[config.mk]
export PLATFORM = sky130hd
export DESIGN_NAME = pixel_dispatch
export DESIGN_NICKNAME = d
export VERILOG_FILES = /design/src/rtl/pixel_dispatch.sv
export SDC_FILE = /design/constraint.sdc
export NUM_CORES = 1
export LEC_CHECK = 0
export BUFFER_PORTS_ARGS = -buffer_cell sky130_fd_sc_hd__buf_2
export CORE_MARGIN = 1.5
export CORE_UTILIZATION = 31
export CTS_BUF_LIST = sky130_fd_sc_hd__clkbuf_4 sky130_fd_sc_hd__clkbuf_8
export CTS_CLUSTER_DIAMETER = 50
export CTS_CLUSTER_SIZE = 12
export DETAILED_ROUTE_END_ITERATION = 10
export PLACE_DENSITY = 0.6
export SKIP_LAST_GASP = 1
export SYNTH_ARGS = -nofsm -noshare
export SYNTH_HDL_FRONTEND = slang
export SYNTH_SLANG_ARGS = --single-unit
export TNS_END_PERCENT = 50
[constraint.sdc]
create_clock -name clk -period 4.6 [get_ports clk]
set_input_delay 0.23 -clock clk [delete_from_list [all_inputs] [get_ports clk]]
set_output_delay 0.23 -clock clk [all_outputs]
set_load 0.005 [all_outputs]
[src/rtl/pixel_dispatch.sv]
// pixel_dispatch: issues linear pixel addresses 0..H_DISP*V_DISP-1 round-robin
// to LANES render lanes, holding at most WINDOW pixels in flight so the
// downstream reorder buffer never sees an address outside its window.
// Retirements from the reorder output are counted to detect frame drain.
// Optional feature macro: DISPATCH_LINE_BARRIER_EN adds a LINE_WAIT state that
// holds dispatch at each line boundary until every pixel of the line retired.
//
// state     | meaning
// ----------+--------------------------------------------------------------
// IDLE      | waiting for frame_start
// RUN       | issuing addresses while the window and a ready lane allow
// LINE_WAIT | (barrier build only) line finished, waiting for inflight==0
// DRAIN     | all addresses issued, waiting for inflight==0
// DONE      | frame_done pulse, back to IDLE next cycle
module pixel_dispatch #(
    parameter int H_DISP = 1280,
    parameter int V_DISP = 720,
    parameter int LANES  = 4,
    parameter int WINDOW = 16,
    parameter int ADDR_W = 20
) (
    input  logic                      clk,
    input  logic                      rst,
    input  logic                      frame_start,
    input  logic [LANES-1:0]          lane_ready,
    output logic [LANES-1:0]          lane_req,
    output logic [ADDR_W-1:0]         lane_addr,
    input  logic                      retire,
    output logic [$clog2(WINDOW):0]   inflight,
    output logic                      busy,
    output logic                      frame_done,
    output logic                      err
);

    localparam int IW = $clog2(WINDOW) + 1;
    localparam int PW = (LANES > 1) ? $clog2(LANES) : 1;
    localparam logic [ADDR_W-1:0] LAST_ADDR = ADDR_W'(H_DISP * V_DISP - 1);
    localparam logic [IW-1:0]     WIN       = IW'(WINDOW);
    localparam logic [PW-1:0]     LAST_LANE = PW'(LANES - 1);

`ifdef DISPATCH_LINE_BARRIER_EN
    localparam int CW = (H_DISP > 1) ? $clog2(H_DISP) : 1;
    localparam logic [CW-1:0] LAST_COL = CW'(H_DISP - 1);

    typedef enum logic [2:0] {
        IDLE      = 3'd0,
        RUN       = 3'd1,
        DRAIN     = 3'd2,
        DONE      = 3'd3,
        LINE_WAIT = 3'd4
    } state_t;

    logic [CW-1:0] col;
`else
    typedef enum logic [1:0] {
        IDLE  = 2'd0,
        RUN   = 2'd1,
        DRAIN = 2'd2,
        DONE  = 2'd3
    } state_t;
`endif

    state_t            state;
    logic [ADDR_W-1:0] addr;
    logic [PW-1:0]     rr_ptr;
    logic [PW-1:0]     scan_idx;
    logic [PW-1:0]     grant_idx;
    logic              grant_found;
    logic              issue;
    logic              retire_ok;
    logic [IW-1:0]     inflight_nxt;

    // first ready lane at or after rr_ptr, wrapping around the lane count
    always_comb begin
        grant_found = 1'b0;
        grant_idx   = '0;
        scan_idx    = rr_ptr;
        for (int k = 0; k < LANES; k++) begin
            if (!grant_found && lane_ready[scan_idx]) begin
                grant_found = 1'b1;
                grant_idx   = scan_idx;
            end
            scan_idx = (scan_idx == LAST_LANE) ? '0 : scan_idx + PW'(1);
        end
    end

    // issue gate uses the registered inflight; a stray retire at zero is dropped
    always_comb begin
        issue        = (state == RUN) && (inflight < WIN) && grant_found;
        retire_ok    = retire && (inflight != '0);
        inflight_nxt = inflight + IW'(issue) - IW'(retire_ok);
    end

    // sequencing FSM with registered outputs and in-flight accounting
    always_ff @(posedge clk) begin
        if (rst) begin
            state      <= IDLE;
            addr       <= '0;
            rr_ptr     <= '0;
            lane_req   <= '0;
            lane_addr  <= '0;
            inflight   <= '0;
            busy       <= 1'b0;
            frame_done <= 1'b0;
            err        <= 1'b0;
`ifdef DISPATCH_LINE_BARRIER_EN
            col        <= '0;
`endif
        end else begin
            lane_req   <= '0;
            frame_done <= 1'b0;
            inflight   <= inflight_nxt;
            if (retire && (inflight == '0)) begin
                err <= 1'b1;
            end
            case (state)
                IDLE: begin
                    if (frame_start) begin
                        state <= RUN;
                        addr  <= '0;
                        busy  <= 1'b1;
`ifdef DISPATCH_LINE_BARRIER_EN
                        col   <= '0;
`endif
                    end
                end
                RUN: begin
                    if (issue) begin
                        lane_req  <= LANES'(1) << grant_idx;
                        lane_addr <= addr;
                        addr      <= addr + ADDR_W'(1);
                        rr_ptr    <= (grant_idx == LAST_LANE) ? '0 : grant_idx + PW'(1);
`ifdef DISPATCH_LINE_BARRIER_EN
                        col       <= (col == LAST_COL) ? '0 : col + CW'(1);
                        if (addr == LAST_ADDR) begin
                            state <= DRAIN;
                        end else if (col == LAST_COL) begin
                            state <= LINE_WAIT;
                        end
`else
                        if (addr == LAST_ADDR) begin
                            state <= DRAIN;
                        end
`endif
                    end
                end
`ifdef DISPATCH_LINE_BARRIER_EN
                LINE_WAIT: begin
                    if (inflight == '0) begin
                        state <= RUN;
                    end
                end
`endif
                DRAIN: begin
                    if (inflight == '0) begin
                        state      <= DONE;
                        frame_done <= 1'b1;
                    end
                end
                DONE: begin
                    state <= IDLE;
                    busy  <= 1'b0;
                end
                default: begin
                    state <= IDLE;
                    busy  <= 1'b0;
                end
            endcase
        end
    end

endmodule

==> results of run 1 <==
==> synth_stat cells (all sizes together), types with 2 or more instances <==
library cell,count
a22oi,2
xor2,2
o32ai,2
o21a,2
nand2b,6
nor2,44
a31oi,13
o211ai,6
nor3,5
maj3,2
or3,3
a41oi,3
nand4,3
o31ai,9
nor4,2
inv,22
mux4,2
nand3b,2
and3,2
o21ai,10
nor2b,7
dfxtp,56
buf,11
o2111ai,2
clkbuf,6
or4b,2
a211oi,2
mux2i,24
ha,13
a21oi,19
nand2,19
nand3,12
==> cell type report <==
| type | count | area share |
|---|---|---|
| multi-input combinational | 234 | 0.4923 |
| sequential | 56 | 0.3449 |
| tap | 111 | 0.04273 |
| timing repair buffer | 41 | 0.06467 |
| inverter | 22 | 0.02540 |
| clock buffer | 6 | 0.02540 |
| clock inverter | 2 | 0.004619 |
==> metal layers <==
layer,track usage,up-vias,wire [um]
met3,0.02994,5,264
met1,0.1769,1087,3078
met5,0,-,0
met2,0.2088,49,2883
met4,0.03792,0,42
li1,-,1238,-
==> cell families (layout without fill, tap and decap cells) <==
| group | count (synthesis) | after routing | synth area share |
|---|---|---|---|
| compound gates | 76 | 76 | 0.1810 |
| xor+xnor | 3 | 3 | 0.009049 |
| fa+ha+maj | 16 | 16 | 0.06980 |
| buf+inv | 39 | 71 | 0.06290 |
| flops | 56 | 56 | 0.3860 |
| mux | 26 | 26 | 0.09823 |
| simple gates | 113 | 113 | 0.1930 |
==> flip-flops by register name, indices dropped and copies added, names as in the netlist <==
name and cells:
addr 20, lane_addr 20, inflight 5, lane_req 4
rr_ptr 2, state 2, busy 1, err 1
frame_done 1
==> stage by stage <==
step | cell area (um2) | hold WS [ns] | cells | util | setup WS, ns
final | 3251 | 0.1644 | 472 | 0.3552 | 1.176
after global routing | 3251 | 0.2001 | 472 | 0.3552 | 0.8502
after CTS | 3251 | 0.1549 | 472 | 0.3552 | 1.168
after detailed placement | 3153 | 0.4623 | 464 | 0.3445 | 1.194
after global placement | 3153 | 0.4453 | 464 | 0.3445 | 1.314
after floorplan | 2904 | 0.3695 | 329 | - | 1.285
==> report_power, final <==
| group | internal, mW | total, mW | switching (mW) | leakage (nW) |
|---|---|---|---|---|
| clock | 0.122 | 0.285 | 0.163 | 0.0434 |
| sequential | 0.532 | 0.585 | 0.0532 | 0.453 |
| combinational | 0.303 | 0.708 | 0.405 | 0.805 |
| total | 0.957 | 1.58 | 0.621 | 1.30 |
==> critical path, cell delays in order (launching register included) <==
cell and delay (ns):
dfxtp_1 0.42, ha_1 0.52, nor2b_1 0.26, mux2i_1 0.13, o22ai_1 0.47, a21oi_4 0.11, inv_1 0.07, ha_1 0.22
inv_1 0.06, ha_1 0.16, inv_1 0.06, fa_1 0.39, inv_1 0.07, a21oi_1 0.05, nor2_1 0.11, or3_1 0.12
a21oi_1 0.06
==> path summary, 6_finish.rpt <==
kind / endpoint / depth (start not counted) / from / slack (ns)
setup / recovery: inflight[4] / 16 / rr_ptr[0] / 1.18
hold / removal: err / 3 / retire / 0.16
setup reg to reg: inflight[4] / 16 / rr_ptr[0] / 1.18
hold reg to reg: err / 2 / err / 0.48
==> results_dict.tcl, run 1 <==
set metrics [dict create \
    antenna_cells 0 \
    viasPerCell 5.040 \
    synthTopCellsByArea "dfxtp_1 39%, mux2i_1 8.3%, ha_1 5.6%" \
    worst_pin_slew_ns 0.8215 \
    multiInputGateArea_um2 1600 \
    timing.max_cap.violations 0 \
    worstPathRequired_ns 4.77 \
    grt_overflow 0 \
    finalSetupViolations 0 \
    synthFlopType "dfxtp_1" \
    wire_per_inst_um 13.28 \
    ant_nets 0 \
    yosysSeqAreaShare 0.3860 \
    finalMaxSlewViolations 0 \
    clkLatencyLatePin_ns 0.31 \
    synth_cell_types 54 \
    yosys_register_bits 56 \
    regArea_um2 1121 \
    drc 0 \
    cp-start-kind "flip-flop" \
    io_pins 40 \
    grt_pass1_vias 2259 \
    routed_wirelength_um 6269 \
    cts_buffers 5 \
    syn_inst 329 \
    grt_max_degree 41 \
    finalCritPeriodShare 0.7444 \
    post_cts_buffers 0 \
    fin_worst_skew_ns 0.006641 \
    nNetsFinal 382 \
    syn2layout_area_growth_pct 11.93 \
    initial_core_util 0.3173 \
    grt_antenna_before_repair 0 \
    cts_buffer_depth 2 \
    rows 35 \
    place_congestion 0.8994 \
    cts_resized 0 \
    drtPass1Iterations 5 \
    yosysWarnings 0 \
    clock_sinks 56 \
    synthArstFlopShare 0 \
    outcome "finished clean" \
    vias 2379 \
    chipWidth_um 99.79 \
    power.density_nw_per_um2 485.7 \
    grt_setup_unrepaired "false" \
    drive_gt1_frac 0.1607 \
    io_buffers 39 \
    syn_area_per_cell_um2 8.827 \
    cp.arrival_ns 3.60 \
    grtUsageTotal 0.1307 \
    drt-initial-drc-count 117 \
    fillers 951 \
    core-area_um2 9153 \
    dp_hpwl_um 4426 \
    final_common_cell "dfxtp_1" \
    cts-root-buf "clkbuf_8" \
    critical_path_class "flip-flop to flip-flop" \
    cts-htree-levels 2 \
    grt_pass1_wl_um 10680 \
    mostFrequentLayoutCells "56 x dfxtp_1, 43 x nor2_1, 39 x buf_2" \
    peakVddDrop_mv 0.3172 \
    cp_max_fo 11 \
    synth_fp_nets 351 \
    die_h_um 99.79 \
    critPathCaptureType "flip-flop" \
    leakagePower_nw 1.302 \
    cts_tree "yes" \
    synth_area_um2 2904 \
    power_mw 1.579 \
    hold_class "input port to flip-flop" \
    finalHoldViolCount 0 \
    relSlewSlack 0.4481 \
    path_clk_slew_ns 0.10 \
    min_period_ns 3.424 \
    synth_top_area_frac 0.3860 \
    tns_ns 0 \
    holdBufCountCts 0 \
    die_area_um2 9957 \
    synth_top_cell_by_area "dfxtp_1" \
    timing.fmax_mhz 292.0 \
    synth-edff-count 0 \
]
No activity file was read; power rests on OpenSTA's default activity.
==> inputs of run 2 (changes only) <==
==> constraint.sdc (replaced) <==
create_clock -name clk -period 3.5 [get_ports clk]
set_input_delay 0.175 -clock clk [delete_from_list [all_inputs] [get_ports clk]]
set_output_delay 0.175 -clock clk [all_outputs]
set_load 0.005 [all_outputs]
==> run 2 against run 1 <==
Effect of this change: cell area rose by 1.2%; sequential share of layout area fell by 0.42 points; cell count rose by 0.64%.
==> results_dict.tcl, run 2 (synthesized netlist as in run 1, its figures left out) <==
set metrics [dict create \
    cts-htree-levels 2 \
    mostFrequentLayoutCells "56 x dfxtp_1, 43 x nor2_1, 39 x buf_2" \
    grt_pass1_vias 2206 \
    relSlewSlack 0.4802 \
    dp_hpwl_um 4488 \
    drtPass1Iterations 4 \
    grt_setup_unrepaired "false" \
    grtUsageTotal 0.1293 \
    cp-start-kind "flip-flop" \
    finalHoldViolCount 0 \
    worst_pin_slew_ns 0.7797 \
    die_h_um 99.79 \
    path_delay_family "adder cells" \
    place_congestion 0.8603 \
    grt_max_degree 41 \
    min_from "retire" \
    fin_worst_skew_ns 0.008890 \
    fillers 941 \
    finalMaxSlewViolations 0 \
    final_common_cell "dfxtp_1" \
    routed_wirelength_um 6329 \
    clkLatencyLatePin_ns 0.31 \
    multiInputGateArea_um2 1600 \
    grt_overflow 0 \
    finalCritPeriodShare 0.9201 \
    min_period_ns 3.220 \
    core-area_um2 9153 \
    critPathMaxStageDelay_ns 0.58 \
    timing.max_cap.violations 0 \
    drc 0 \
    worst-r2r-setup-slack_ns 0.28 \
    syn2layout_area_growth_pct 13.31 \
    cts_buffer_depth 2 \
    reg.largest.list "addr: 20 flops, lane_addr: 20 flops, inflight: 5 flops" \
    rows 35 \
    grt_pass1_wl_um 10530 \
    critical_path_buf_inv_count 4 \
    finalNonFillerCells 475 \
    cts_buffers 5 \
    initial_core_util 0.3173 \
    nNetsFinal 385 \
    finalSetupViolations 0 \
    critPathCaptureType "flip-flop" \
    io_buffers 39 \
    leakagePower_nw 1.334 \
    clock_sinks 56 \
    path_clk_slew_ns 0.09 \
    crit_start "rr_ptr[1]" \
    antenna_cells 0 \
    cts-root-buf "clkbuf_8" \
    place_inst 467 \
    peakVddDrop_mv 0.3703 \
    crit_slowest_cell "mux4_2" \
    cts_tree "yes" \
    outcome "finished clean" \
    drive_gt1_frac 0.1676 \
    regArea_um2 1121 \
    grt_antenna_before_repair 0 \
    holdBufCountCts 0 \
    wire_per_inst_um 13.32 \
    whs_ns 0.1030 \
    cts_resized 0 \
    hold_class "input port to flip-flop" \
    cp_common_cell "inv_1" \
    cp_max_fo 7 \
    chipWidth_um 99.79 \
    critical_path_class "flip-flop to flip-flop" \
    tns_ns 0 \
    vias 2458 \
    cp.arrival_ns 3.39 \
    viasPerCell 5.175 \
    path_cells "ha_1 -> nor2_4 -> mux4_2 -> nor2b_4 -> a21oi_4 -> inv_1 -> ha_1 -> inv_1 -> ha_1 -> inv_1 -> fa_1 -> inv_1 -> a21oi_1 -> nor2_1 -> or3_1 -> a21oi_1" \
    power.density_nw_per_um2 657.9 \
    io_pins 40 \
    drt-initial-drc-count 85 \
    die_area_um2 9957 \
    timing.fmax_mhz 310.5 \
    worstPathRequired_ns 3.67 \
    crit-reg2reg-launch "rr_ptr[1]" \
    ant_nets 0 \
    post_cts_buffers 0 \
]
run 2: cell types whose count changed in the layout (fill, tap and decap cells not counted):
cell / before / now
clkbuf_8: 6 / 5
buf_4: 2 / 5
clkinvlp_4: 2 / 0
inv_6: 0 / 1
clkbuf_4: 0 / 1
bufinv_16: 0 / 1
run 2: tightest hold or removal path, delay by kind of cell:
kind	cells	cell delay [ns]
simple gates	1	0.07
compound gates	1	0.05
buf+inv	1	0.09
run 2: layout make-up:
| type | instances | share of cell area |
|---|---|---|
| Clock buffer | 6 | 0.02319 |
| Clock inverter | 2 | 0.01179 |
| Inverter | 22 | 0.02510 |
| Multi-Input combinational cell | 234 | 0.4863 |
| Sequential cell | 56 | 0.3407 |
| Tap cell | 111 | 0.04221 |
| Timing Repair Buffer | 44 | 0.07072 |
run 2: per-layer routing:
metal | global-route usage | vias to the layer above | routed length [um]
met4 | 0.04550 | 0 | 95
li1 | - | 1253 | -
met1 | 0.1766 | 1129 | 3097
met2 | 0.2030 | 67 | 2834
met5 | 0 | - | 0
met3 | 0.02646 | 9 | 302
run 2: path summary, 6_finish.rpt:
kind                            cells past startpoint     endpoint
worst max-delay path                               16  inflight[4]
worst min-delay path                                3          err
worst max register to register                     16  inflight[4]
worst min register to register                      2          err
run 2: per-stage QoR:
step                utilization  setup slack (ns)  cell area (um2)  total power [mW]
finish                   0.3595            0.2797             3291             2.165
global route             0.3595           0.05906             3291             2.334
CTS                      0.3595            0.2721             3291             2.193
detailed placement       0.3470            0.2883             3176             1.745
global placement         0.3470            0.3693             3176             1.728
floorplan                     -            0.1852             2904             1.537
run 2: power breakdown:
part,switching (mW),internal [mW]
sequential,0.0585,0.699
clock,0.215,0.224
combinational,0.553,0.415
